## src/rtl/apb_pkg.sv

```systemverilog
// Shared definitions for the APB register-file completer: FSM states,
// register-bank geometry and the default identification word.
package apb_pkg;

    localparam int          NUM_REGS         = 8;
    localparam int          IDX_W            = 3;
    localparam logic [2:0]  REG_ID           = 3'd0;
    localparam logic [2:0]  REG_CTRL         = 3'd1;
    localparam logic [31:0] ID_VALUE_DEFAULT = 32'hA0B0_0001;

    typedef enum logic [1:0] {
        IDLE   = 2'd0,
        WAIT   = 2'd1,
        ACCESS = 2'd2
    } state_t;

endpackage

```

## src/rtl/apb_slave_regfile_if.sv

```systemverilog
// APB bus bundle between the bridge (master side) and one completer.
interface apb_slave_regfile_if;

    logic [2:0]  Pselx;
    logic        Penable;
    logic        Pwrite;
    logic [31:0] Paddr;
    logic [31:0] Pwdata;
    logic [31:0] Prdata;
    logic        Pready;
    logic        Pslverr;

    modport master (
        output Pselx, Penable, Pwrite, Paddr, Pwdata,
        input  Prdata, Pready, Pslverr
    );

    modport slave (
        input  Pselx, Penable, Pwrite, Paddr, Pwdata,
        output Prdata, Pready, Pslverr
    );

endinterface

```

## src/rtl/apb_regbank.sv

```systemverilog
// Eight-entry 32-bit register bank. Entry 0 is a constant ID word and is
// never stored; entries 1..7 are writable. Entry 1 is tapped out as the
// control word for downstream logic.
module apb_regbank
    import apb_pkg::*;
#(
    parameter logic [31:0] ID_VALUE = ID_VALUE_DEFAULT
) (
    input  logic              clk,
    input  logic              rst,
    input  logic              we,
    input  logic [IDX_W-1:0]  widx,
    input  logic [31:0]       wdata,
    input  logic [IDX_W-1:0]  ridx,
    output logic [31:0]       rdata,
    output logic [31:0]       reg_ctrl
);

    logic [31:0] store [1:NUM_REGS-1];

    // Writable storage; writes aimed at the ID slot have no effect.
    always_ff @(posedge clk) begin
        if (rst) begin
            for (int i = 1; i < NUM_REGS; i++) begin
                store[i] <= '0;
            end
        end else if (we) begin
            for (int i = 1; i < NUM_REGS; i++) begin
                if (widx == IDX_W'(i)) begin
                    store[i] <= wdata;
                end
            end
        end
    end

    // Combinational read port, ID constant substituted for entry 0.
    always_comb begin
        rdata = ID_VALUE;
        for (int i = 1; i < NUM_REGS; i++) begin
            if (ridx == IDX_W'(i)) begin
                rdata = store[i];
            end
        end
    end

    assign reg_ctrl = store[REG_CTRL];

endmodule

```

## src/rtl/apb_slave_regfile.sv

```systemverilog
// APB completer for one Pselx slot: decodes the access, inserts a
// programmable number of wait states, answers with data or an error and
// commits writes into the register bank at the completing cycle.
module apb_slave_regfile
    import apb_pkg::*;
#(
    parameter int          SEL_IDX     = 0,
    parameter logic [31:0] BASE_ADDR   = 32'h8000_0000,
    parameter int          WAIT_STATES = 0,
    parameter logic [31:0] ID_VALUE    = ID_VALUE_DEFAULT
) (
    input  logic                Hclk,
    input  logic                Hreset,
    apb_slave_regfile_if.slave  bus,
    output logic [31:0]         Reg_ctrl
);

    localparam logic [3:0] WS = 4'(WAIT_STATES);

    logic             sel;
    logic             setup_ph;
    logic             access_ph;
    logic [31:0]      off;
    logic             hit;
    logic [IDX_W-1:0] idx;
    logic             err;
    logic             unused_sel;

    logic [31:0]      bank_rdata;
    logic             commit;

    state_t           state_q, state_d;
    logic [3:0]       cnt_q, cnt_d;
    logic             wr_q, wr_d;
    logic             err_q, err_d;
    logic [IDX_W-1:0] idx_q, idx_d;
    logic [31:0]      wdata_q, wdata_d;
    logic [31:0]      rdata_q, rdata_d;
    logic             ready_d;
    logic             slverr_d;
    logic [31:0]      prdata_d;

    assign sel        = bus.Pselx[SEL_IDX];
    assign setup_ph   = sel & ~bus.Penable;
    assign access_ph  = sel & bus.Penable;
    assign unused_sel = ^bus.Pselx;

    assign off = bus.Paddr - BASE_ADDR;
    assign hit = (off < 32'd32) && (bus.Paddr[1:0] == 2'b00);
    assign idx = off[4:2];
    assign err = ~hit | (bus.Pwrite & (idx == REG_ID));

    apb_regbank #(
        .ID_VALUE (ID_VALUE)
    ) u_regbank (
        .clk      (Hclk),
        .rst      (Hreset),
        .we       (commit),
        .widx     (idx_q),
        .wdata    (wdata_q),
        .ridx     (idx),
        .rdata    (bank_rdata),
        .reg_ctrl (Reg_ctrl)
    );

    // Next-state logic: capture on setup, count wait states, and prepare
    // the registered response so it is valid in the completing cycle.
    always_comb begin
        state_d  = state_q;
        cnt_d    = cnt_q;
        wr_d     = wr_q;
        err_d    = err_q;
        idx_d    = idx_q;
        wdata_d  = wdata_q;
        rdata_d  = rdata_q;
        ready_d  = 1'b0;
        slverr_d = 1'b0;
        prdata_d = '0;
        commit   = 1'b0;
        case (state_q)
            IDLE: begin
                if (setup_ph) begin
                    wr_d    = bus.Pwrite;
                    err_d   = err;
                    idx_d   = idx;
                    wdata_d = bus.Pwdata;
                    rdata_d = (!bus.Pwrite && hit) ? bank_rdata : 32'd0;
                    cnt_d   = WS;
                    if (WS == 4'd0) begin
                        state_d  = ACCESS;
                        ready_d  = 1'b1;
                        slverr_d = err;
                        prdata_d = rdata_d;
                    end else begin
                        state_d = WAIT;
                    end
                end
            end
            WAIT: begin
                if (!access_ph) begin
                    state_d = IDLE;
                    cnt_d   = '0;
                end else if (cnt_q <= 4'd1) begin
                    state_d  = ACCESS;
                    cnt_d    = '0;
                    ready_d  = 1'b1;
                    slverr_d = err_q;
                    prdata_d = rdata_q;
                end else begin
                    cnt_d = cnt_q - 4'd1;
                end
            end
            ACCESS: begin
                state_d = IDLE;
                commit  = access_ph & wr_q & ~err_q;
            end
            default: begin
                state_d = IDLE;
            end
        endcase
    end

    // State, transfer context and registered response outputs.
    always_ff @(posedge Hclk) begin
        if (Hreset) begin
            state_q     <= IDLE;
            cnt_q       <= '0;
            wr_q        <= 1'b0;
            err_q       <= 1'b0;
            idx_q       <= '0;
            wdata_q     <= '0;
            rdata_q     <= '0;
            bus.Pready  <= 1'b0;
            bus.Pslverr <= 1'b0;
            bus.Prdata  <= '0;
        end else begin
            state_q     <= state_d;
            cnt_q       <= cnt_d;
            wr_q        <= wr_d;
            err_q       <= err_d;
            idx_q       <= idx_d;
            wdata_q     <= wdata_d;
            rdata_q     <= rdata_d;
            bus.Pready  <= ready_d;
            bus.Pslverr <= slverr_d;
            bus.Prdata  <= prdata_d;
        end
    end

endmodule

```

## src/flat_wrapper.sv

```systemverilog
// flat-port wrapper written by rule: the top's interface ports become plain ports
module apb_slave_regfile_flat import apb_pkg::*;
#(
    parameter int          SEL_IDX     = 0,
    parameter logic [31:0] BASE_ADDR   = 32'h8000_0000,
    parameter int          WAIT_STATES = 0,
    parameter logic [31:0] ID_VALUE    = ID_VALUE_DEFAULT
)
  (Hclk, Hreset, Reg_ctrl, bus_Pselx, bus_Penable, bus_Pwrite, bus_Paddr, bus_Pwdata, bus_Prdata, bus_Pready, bus_Pslverr);
  apb_slave_regfile_if bus_i ();
  input  logic Hclk;
  input  logic Hreset;
  output logic [31:0] Reg_ctrl;
  input wire logic [$bits(bus_i.Pselx)-1:0] bus_Pselx;
  input wire logic [$bits(bus_i.Penable)-1:0] bus_Penable;
  input wire logic [$bits(bus_i.Pwrite)-1:0] bus_Pwrite;
  input wire logic [$bits(bus_i.Paddr)-1:0] bus_Paddr;
  input wire logic [$bits(bus_i.Pwdata)-1:0] bus_Pwdata;
  output wire logic [$bits(bus_i.Prdata)-1:0] bus_Prdata;
  output wire logic [$bits(bus_i.Pready)-1:0] bus_Pready;
  output wire logic [$bits(bus_i.Pslverr)-1:0] bus_Pslverr;
  assign bus_i.Pselx = bus_Pselx;
  assign bus_i.Penable = bus_Penable;
  assign bus_i.Pwrite = bus_Pwrite;
  assign bus_i.Paddr = bus_Paddr;
  assign bus_i.Pwdata = bus_Pwdata;
  assign bus_Prdata = bus_i.Prdata;
  assign bus_Pready = bus_i.Pready;
  assign bus_Pslverr = bus_i.Pslverr;
  apb_slave_regfile #(.SEL_IDX(SEL_IDX), .BASE_ADDR(BASE_ADDR), .WAIT_STATES(WAIT_STATES), .ID_VALUE(ID_VALUE)) u_core (.Hclk(Hclk), .Hreset(Hreset), .bus(bus_i), .Reg_ctrl(Reg_ctrl));
endmodule
```

## config.mk

```make
export PLATFORM = sky130hd
export DESIGN_NAME = apb_slave_regfile_flat
export DESIGN_NICKNAME = d
export VERILOG_FILES = /design/src/rtl/apb_pkg.sv /design/src/rtl/apb_slave_regfile_if.sv /design/src/rtl/apb_regbank.sv /design/src/rtl/apb_slave_regfile.sv /design/src/flat_wrapper.sv
export SDC_FILE = /design/constraint.sdc
export NUM_CORES = 1
export LEC_CHECK = 0
export BUFFER_PORTS_ARGS = -buffer_cell sky130_fd_sc_hd__buf_4
export CORE_MARGIN = 4
export CORE_UTILIZATION = 55
export CTS_CLUSTER_DIAMETER = 80
export DETAILED_ROUTE_END_ITERATION = 8
export PLACE_DENSITY = 0.8
export SETUP_SLACK_MARGIN = 0.1
export SYNTH_ARGS = -nofsm -noshare
export SYNTH_HDL_FRONTEND = slang
export SYNTH_SLANG_ARGS = --single-unit
```

## constraint.sdc

```tcl
create_clock -name Hclk -period 5.2 [get_ports Hclk]
set_input_delay 0.52 -clock Hclk [delete_from_list [all_inputs] [get_ports Hclk]]
set_output_delay 0.52 -clock Hclk [all_outputs]
set_load 0.02 [all_outputs]
```

==> results of run 1 <==
[state kept, by name, summed over array words and instances, names as in the netlist]
register and count:
u_core.wr_q 1, u_core.bus.Pready 1, u_core.state_q 1, u_core.u_regbank.store 224
u_core.bus.Prdata 32, u_core.wdata_q 32, u_core.err_q 1, u_core.bus.Pslverr 1
u_core.idx_q 3
[path summary, 6_finish.rpt]
kind                                       to                            from
max reg2reg  u_core.bus.Prdata[20]$_SDFF_PP0_  u_core.state_q[1]$_SDFFE_PP0P_
min reg2reg         u_core.err_q$_SDFFE_PP0P_       u_core.err_q$_SDFFE_PP0P_
max          u_core.bus.Prdata[20]$_SDFF_PP0_  u_core.state_q[1]$_SDFFE_PP0P_
min            u_core.wdata_q[4]$_SDFFE_PP0P_                   bus_Pwdata[4]
[layout make-up]
type,instances,area (um2)
Inverter,1,3.75
Timing Repair Buffer,152,1140
Sequential cell,296,8170
Fill cell,1526,7550
Clock inverter,13,115
Tap cell,280,350
Multi-Input combinational cell,493,3960
Clock buffer,40,807
Antenna cell,1,2.50
[worst reg2reg max path, stage by stage (launching register included)]
cell and delay, ns:
sky130_fd_sc_hd__dfxtp_1 0.34, sky130_fd_sc_hd__nor2_1 0.33, sky130_fd_sc_hd__and3_2 0.87, sky130_fd_sc_hd__nor4b_4 0.49
sky130_fd_sc_hd__buf_4 0.42, sky130_fd_sc_hd__o221a_2 0.28
[synthesized netlist by cell type, drive strengths merged]
library cell / n
mux4: 26
inv: 1
o31ai: 1
a211oi: 32
mux2i: 32
and4b: 1
o221a: 12
nand4: 2
dfxtp: 72
nand2: 1
nand3b: 1
mux2: 6
o31a: 1
a22o: 36
and3: 2
nand3: 2
nand2b: 4
o21ai: 6
buf: 56
nor2: 8
nor4b: 3
nor3: 7
clkbuf: 37
a21oi: 53
and2: 224
nor2b: 26
edfxtp: 224
a21o: 1
nor4: 6
[power groups by stage]
| stage | combinational (mW) | sequential, mW | clock, mW |
|---|---|---|---|
| after floorplan | 0.184 | 2.69 | 0 |
| after global placement | 0.281 | 2.70 | 0 |
| after detailed placement | 0.286 | 2.70 | 0 |
| after CTS | 0.287 | 2.65 | 2.04 |
| after global routing | 0.306 | 2.66 | 2.14 |
| final | 0.287 | 2.65 | 2.02 |
[cell families (layout without fill, tap and decap cells)]
family | after synthesis | after routing | synth area share
buf+inv | 94 | 206 | 0.0429
other cells | 0 | 1 | 0
flops | 296 | 296 | 0.651
compound gates | 142 | 142 | 0.0808
mux | 64 | 64 | 0.0776
simple gates | 287 | 287 | 0.147
[cell usage in the layout, fill, tap and decap left out, types with 2 or more instances in the layout]
cell type | netlist | routed
sky130_fd_sc_hd__a211oi_1 | 32 | 32
sky130_fd_sc_hd__a21oi_1 | 52 | 52
sky130_fd_sc_hd__a22o_1 | 36 | 36
sky130_fd_sc_hd__and2_1 | 224 | 224
sky130_fd_sc_hd__buf_4 | 38 | 152
sky130_fd_sc_hd__bufinv_16 | 0 | 2
sky130_fd_sc_hd__clkbuf_1 | 20 | 7
sky130_fd_sc_hd__clkbuf_16 | 0 | 29
sky130_fd_sc_hd__clkbuf_8 | 0 | 4
sky130_fd_sc_hd__clkinv_1 | 0 | 4
sky130_fd_sc_hd__clkinv_2 | 0 | 5
sky130_fd_sc_hd__clkinvlp_4 | 0 | 2
sky130_fd_sc_hd__dfxtp_1 | 72 | 72
sky130_fd_sc_hd__edfxtp_1 | 224 | 224
sky130_fd_sc_hd__mux2_2 | 6 | 6
sky130_fd_sc_hd__mux2i_1 | 32 | 32
sky130_fd_sc_hd__mux4_2 | 26 | 26
sky130_fd_sc_hd__nand2b_1 | 4 | 4
sky130_fd_sc_hd__nand4_1 | 2 | 2
sky130_fd_sc_hd__nor2_1 | 8 | 8
sky130_fd_sc_hd__nor2b_1 | 26 | 26
sky130_fd_sc_hd__nor3_4 | 0 | 6
sky130_fd_sc_hd__nor4_1 | 5 | 5
sky130_fd_sc_hd__o21ai_4 | 0 | 6
sky130_fd_sc_hd__o221a_2 | 12 | 12
[routing by layer]
| metal | routed length [um] | vias to the layer above | part of all wire | track usage |
|---|---|---|---|---|
| li1 | - | 3402 | - | - |
| met1 | 11300 | 3739 | 0.42 | 0.276 |
| met2 | 13800 | 279 | 0.51 | 0.363 |
| met3 | 1660 | 40 | 0.061 | 0.0331 |
| met4 | 511 | 0 | 0.019 | 0.0521 |
| met5 | 0 | - | 0 | 0 |
==> implementation parameters, run 1 <==
Parameter                              Value

Clock network
  Clock transition time at the flip-flop clock pins of the worst setup and hold paths ... 0.06 ns
  Resize count post-CTS ... 0
  Total number of clock tree sinks ... 296
  Number of buffers inserted by hold repair at cts ... 0
  Setup repair bufs after CTS ... 0
  Maximum buffer depth of the clock tree ... 3
  CTS H-Tree Depth ... 1
  Clock buffers created by TritonCTS ... 29
  Clock latency on the worst-skew pair ... 0.54 ns
  Clock tree from TritonCTS ... done
  Root buffer cell ... sky130_fd_sc_hd__clkbuf_16

Logic synthesis
  Number of register bits inferred by synthesis ... 296
  Synth Net Count ... 954
  Leading cell types by total area after synthesis ... sky130_fd_sc_hd__edfxtp_1 (54%), sky130_fd_sc_hd__dfxtp_1 (11%), sky130_fd_sc_hd__and2_1 (11%), sky130_fd_sc_hd__mux4_2 (4.7%), sky130_fd_sc_hd__mux2i_1 (2.6%)
  Share of the synthesized area in the top cell type ... 0.536
  Mapped Area ... 12500 um2
  Gate count of the mapped netlist ... 883
  Avg Inst Size Synth ... 14.2 um2
  Cell type with the largest total area after synthesis ... sky130_fd_sc_hd__edfxtp_1
  Total number of yosys warnings ... 0
  Register area share after synthesis ... 0.651
  Post-synth cell types ... 38

Place
  Global placer's final weighted congestion ... 0.770
  DP HPWL ... 16.2 mm
  Post-placement setup slack ... 2.05 ns
  Count of input and output buffers ... 134
  Placed instance area ... 13600 um2
  Placed Instances ... 1222

STA
  Worst-margin pin slew ... 1.02 ns
  Setup Total Neg Slack ... 0 ns
  Hold_ws ... 0.195 ns
  Max Slew Vio Count ... 0
  Crit path setup slack, layout ... 2.40 ns
  Setup repair after global routing missed its margin ... no
  Max Freq ... 0.357 GHz
  Worst relative slew slack ... 0.318
  Setup violation total in the final timing report ... 0
  Setup skew after layout ... 0.00576 ns
  Ratio of final minimum period to clock period ... 0.538
  Minimum period implied by the final worst setup slack ... 2.80 ns
  Final Hold Violating Endpoints ... 0

Die
  Die Footprint ... 25300 um2
  Width of the chip ... 159 um
  Standard cell core area ... 22100 um2
  Die height ... 159 um
  Row count ... 54
  Number of top-level pins ... 137
  Effective utilization at floorplan ... 0.568

Outcome
  Outcome ... complete, no violations

Routing
  DR vias ... 7460
  Drt wl/cell ... 21.4 um
  Vias per cell ... 5.85
  Remaining number of nets flagged by the antenna check after routing ... 0
  Starting DRT DRC Count ... 683
  Number of remaining DRC errors ... 0
  Count of TritonRoute iterations in the first routing pass ... 5
  Total Wirelength ... 27.3 mm

Pwr
  Clock group share of total power ... 0.407
  Switching pwr ... 1.05 mW
  Share of total power in sequential cells ... 0.535
  Logic pwr share ... 0.058
  Power Dens Cells ... 341 nW/um2
  Total chip power ... 4.96 mW
  Leakage power ... 5.61 nW
  Proportion of total power due to net switching ... 0.212
  Internal power consumption ... 3.91 mW
  Highest ir drop seen on vdd ... 0.000216 V

Hold path
  Hold Path Class ... in2reg
  Hold depth ... 2

Critical path
  CP Max Fanout ... 39
  Critical-path cell with the highest stage delay ... sky130_fd_sc_hd__and3_2
  Setup crit start kind ... flip-flop
  Cells traversed along the worst timing path ... nor2_1 > and3_2 > nor4b_4 > buf_4 > o221a_2
  Critical path class ... reg2reg
  Length in cells of the worst reg-to-reg path ... 5
  Number of buffer and inverter instances along the worst setup path ... 1
  Data arrival time of the critical path ... 3.28 ns
  Number of gates on the worst path with buffers counted ... 5
  Kind of end point of the critical path ... flip-flop
  Critical path's top delay family ... simple AND/OR/NAND/NOR gates
  Required time of the critical path ... 5.68 ns
  Largest stage delay on the critical path ... 0.87 ns
  R2R setup slack ... 2.40 ns

Global route
  Gr usage total ... 0.208
  Number of global-route vias before repair ... 7482
  Wire length of the first global-routing pass ... 41.7 mm
  Antenna violations before repair ... 0
  Largest net degree at the start of global routing ... 68
  Grt ovf ... 0

Cells and area
  Final #Nets ... 1044
  Layout cell share with drive strength beyond 1 ... 0.259
  Utilization after layout ... 0.658
  Final cell count without fillers ... 1276
  Final instance area ... 14500 um2
  Layout overhead on the synthesized area ... 16.0%

Job
  Max capacitance violation total ... 0
No activity file was read; power rests on OpenSTA's default activity.
==> run 2, diff against run 1 <==
--- a/config.mk
+++ b/config.mk
@@ -7,10 +7,10 @@
 export LEC_CHECK = 0
 export BUFFER_PORTS_ARGS = -buffer_cell sky130_fd_sc_hd__buf_4
 export CORE_MARGIN = 4
-export CORE_UTILIZATION = 55
+export CORE_UTILIZATION = 53
 export CTS_CLUSTER_DIAMETER = 80
 export DETAILED_ROUTE_END_ITERATION = 8
-export PLACE_DENSITY = 0.8
+export PLACE_DENSITY = 0.81
 export SETUP_SLACK_MARGIN = 0.1
 export SYNTH_ARGS = -nofsm -noshare
 export SYNTH_HDL_FRONTEND = slang
==> constraint.sdc (replaced) <==
create_clock -name Hclk -period 2.5 [get_ports Hclk]
set_input_delay 0.25 -clock Hclk [delete_from_list [all_inputs] [get_ports Hclk]]
set_output_delay 0.25 -clock Hclk [all_outputs]
set_load 0.02 [all_outputs]
==> implementation parameters, run 2 (same netlist as run 1, synthesis figures left out) <==
Parameter                              Value

STA
  Setup skew after layout ... 0.0134 ns (+0.00759 ns)
  Final Hold Violating Endpoints ... 0 (unchanged)
  Ratio of final minimum period to clock period ... 0.846 (+0.308)
  Max Slew Vio Count ... 0 (unchanged)
  Setup repair after global routing missed its margin ... no
  Worst-margin pin slew ... 0.777 ns (-0.246 ns)
  Minimum period implied by the final worst setup slack ... 2.12 ns (-0.682 ns)
  Max Freq ... 0.473 GHz (+32%)
  Crit path setup slack, layout ... 0.384 ns (-2.02 ns)
  Setup violation total in the final timing report ... 0 (unchanged)
  Worst relative slew slack ... 0.481 (+0.163)

Routing
  Starting DRT DRC Count ... 699 (+2.3%)
  Remaining number of nets flagged by the antenna check after routing ... 0 (unchanged)
  Drt wl/cell ... 20.8 um (-2.5%)
  Vias per cell ... 5.56 (-4.9%)
  Count of TritonRoute iterations in the first routing pass ... 5 (unchanged)
  Total Wirelength ... 28.6 mm (+4.8%)
  DR vias ... 7632 (+2.3%)
  Number of remaining DRC errors ... 0 (unchanged)

Outcome
  Outcome ... complete, no violations

Global route
  Largest net degree at the start of global routing ... 43 (-37%)
  Wire length of the first global-routing pass ... 44.4 mm (+6.4%)
  Gr usage total ... 0.218 (+0.0101)
  Number of global-route vias before repair ... 8067 (+7.8%)
  Grt ovf ... 0 (unchanged)
  Antenna violations before repair ... 0 (unchanged)

Pwr
  Internal power consumption ... 8.45 mW (+120%)
  Switching pwr ... 2.21 mW (+110%)
  Leakage power ... 5.93 nW (+5.7%)
  Total chip power ... 10.7 mW (+120%)
  Proportion of total power due to net switching ... 0.208 (-0.00409)
  Highest ir drop seen on vdd ... 0.000394 V (+82%)
  Clock group share of total power ... 0.420 (+0.013)
  Logic pwr share ... 0.063 (+0.005)
  Share of total power in sequential cells ... 0.517 (-0.018)
  Power Dens Cells ... 700 nW/um2 (+110%)

Clock network
  Clock transition time at the flip-flop clock pins of the worst setup and hold paths ... 0.06 ns (about the same)
  Clock tree from TritonCTS ... done
  Resize count post-CTS ... 0 (unchanged)
  CTS H-Tree Depth ... 1 (unchanged)
  Total number of clock tree sinks ... 296 (unchanged)
  Clock buffers created by TritonCTS ... 28 (-3.4%)
  Maximum buffer depth of the clock tree ... 3 (unchanged)
  Clock latency on the worst-skew pair ... 0.53 ns (about the same)
  Root buffer cell ... sky130_fd_sc_hd__clkbuf_16

Critical path
  R2r startpoint ... u_core.err_q$_SDFFE_PP0P_
  R2R setup slack ... 0.38 ns (-2.02 ns)
  Data arrival time of the critical path ... 2.51 ns (-0.77 ns)
  Length in cells of the worst reg-to-reg path ... 6 (+1)
  CP Max Fanout ... 13 (-67%)
  Endpoint of the worst-slack reg-to-reg timing path ... u_core.u_regbank.store[0][144]$_SDFFCE_PN0P_
  Critical path class ... reg2reg
  Setup crit start kind ... flip-flop
  Kind of end point of the critical path ... flip-flop
  Required time of the critical path ... 2.90 ns (-2.78 ns)

Hold path
  Hold depth ... 2 (unchanged)
  Worst hold path endpoint ... u_core.state_q[1]$_SDFFE_PP0P_
  Startpoint of the worst hold path ... bus_Pselx[0]
  Hold Path Class ... in2reg

Cells and area
  Final #Nets ... 1102 (+5.6%)
  Registers with the most flip-flops ... u_core.u_regbank.store x224, u_core.bus.Prdata x32, u_core.wdata_q x32
  Total of fill cells in the finished design ... 1637 (+7.3%)
  Most frequent cells in the layout ... sky130_fd_sc_hd__and2_1 (224), sky130_fd_sc_hd__edfxtp_1 (224), sky130_fd_sc_hd__buf_4 (174), sky130_fd_sc_hd__dfxtp_1 (72), sky130_fd_sc_hd__a21oi_1 (52)
  Diodes inserted ... 0 (-1)
  Final cell count without fillers ... 1372 (+7.5%)
  Utilization after layout ... 0.651 (-0.00763)
  Layout cell share with drive strength beyond 1 ... 0.272 (+0.0123)
  Layout overhead on the synthesized area ... 21.5%
  Largest register FFs ... 224 (unchanged)
  Largest reg by FF count ... u_core.u_regbank.store

Die
  Standard cell core area ... 23400 um2 (+5.9%)
  Effective utilization at floorplan ... 0.536 (-0.0317)
  Width of the chip ... 162 um (+1.8%)
  Die Footprint ... 26200 um2 (+3.6%)
  Die height ... 162 um (+1.8%)
  Number of top-level pins ... 137 (unchanged)
  Row count ... 56 (+3.7%)

Place
  Global placer's final weighted congestion ... 0.784 (+1.7%)
  Count of input and output buffers ... 134 (unchanged)
  Placed Instances ... 1287 (+5.3%)
  Post-placement setup slack ... 0.419 ns (-1.63 ns)
  DP HPWL ... 17.6 mm (+8.9%)

Job
  Max capacitance violation total ... 0 (unchanged)
[run 2: worst max-delay path: stages, from the launching register on]
cell                      delay, ns
sky130_fd_sc_hd__dfxtp_1       0.32
sky130_fd_sc_hd__and4b_1       0.32
sky130_fd_sc_hd__nand3_2       0.21
sky130_fd_sc_hd__buf_4         0.25
sky130_fd_sc_hd__nor4_4        0.40
sky130_fd_sc_hd__buf_4         0.30
sky130_fd_sc_hd__and2_1        0.16
[run 2: final cells by class]
class,count,area [um2],area share
sequential,296,8170,0.536
multi-input combinational,493,3960,0.260
timing repair buffer,211,1720,0.113
clock buffer,32,737,0.0484
tap,319,399,0.0262
clock inverter,20,246,0.0162
inverter,1,3.75,0.000246
[run 2: worst max path at each step]
stage,from,end,cells after the start
after global routing,u_core.err_q$_SDFFE_PP0P_,u_core.u_regbank.store[0][158]$_SDFFCE_PN0P_,6
after CTS,u_core.err_q$_SDFFE_PP0P_,u_core.u_regbank.store[0][158]$_SDFFCE_PN0P_,6
after global placement,bus_Pselx[0],u_core.u_regbank.store[0][149]$_SDFFCE_PN0P_,7
final,u_core.err_q$_SDFFE_PP0P_,u_core.u_regbank.store[0][144]$_SDFFCE_PN0P_,6
after detailed placement,bus_Pselx[0],u_core.u_regbank.store[0][144]$_SDFFCE_PN0P_,7
after floorplan,u_core.err_q$_SDFFE_PP0P_,u_core.u_regbank.store[0][100]$_SDFFCE_PN0P_,3
[run 2: power by group through the flow]
stage | Sequential (mW) | Clock, mW | Combinational [mW]
4_1_cts | 5.51 | 4.54 | 0.671
3_5_place_dp | 5.62 | 0 | 0.626
6_report | 5.51 | 4.48 | 0.672
5_1_grt | 5.53 | 4.75 | 0.719
3_3_place_gp | 5.61 | 0 | 0.613
2_1_floorplan | 5.59 | 0 | 0.384
[run 2: repair_timing]
item,4_1_cts,5_1_grt
endpoints found under the hold margin,33,0
endpoints found under the setup margin,0,0
hold buffers,33,0
setup buffers,0,0
[run 2: routing by layer]
metal / global-route usage / routed length [um] / vias up
met4: 0.0669 / 699 / 0
met2: 0.389 / 15100 / 254
li1: - / - / 3521
met3: 0.0403 / 1970 / 46
met5: 0.00758 / 0 / -
met1: 0.270 / 10800 / 3811
[run 2: stage by stage]
| stage | hold WS (ns) | setup TNS [ns] | area, um2 |
|---|---|---|---|
| after global placement | 0.430 | 0 | 13900 |
| final | 0.0283 | 0 | 15200 |
| after detailed placement | 0.463 | 0 | 13900 |
| after global routing | 0.0210 | 0 | 15200 |
| after CTS | 0.00798 | 0 | 15200 |
| after floorplan | 0.383 | -44.99 | 12500 |
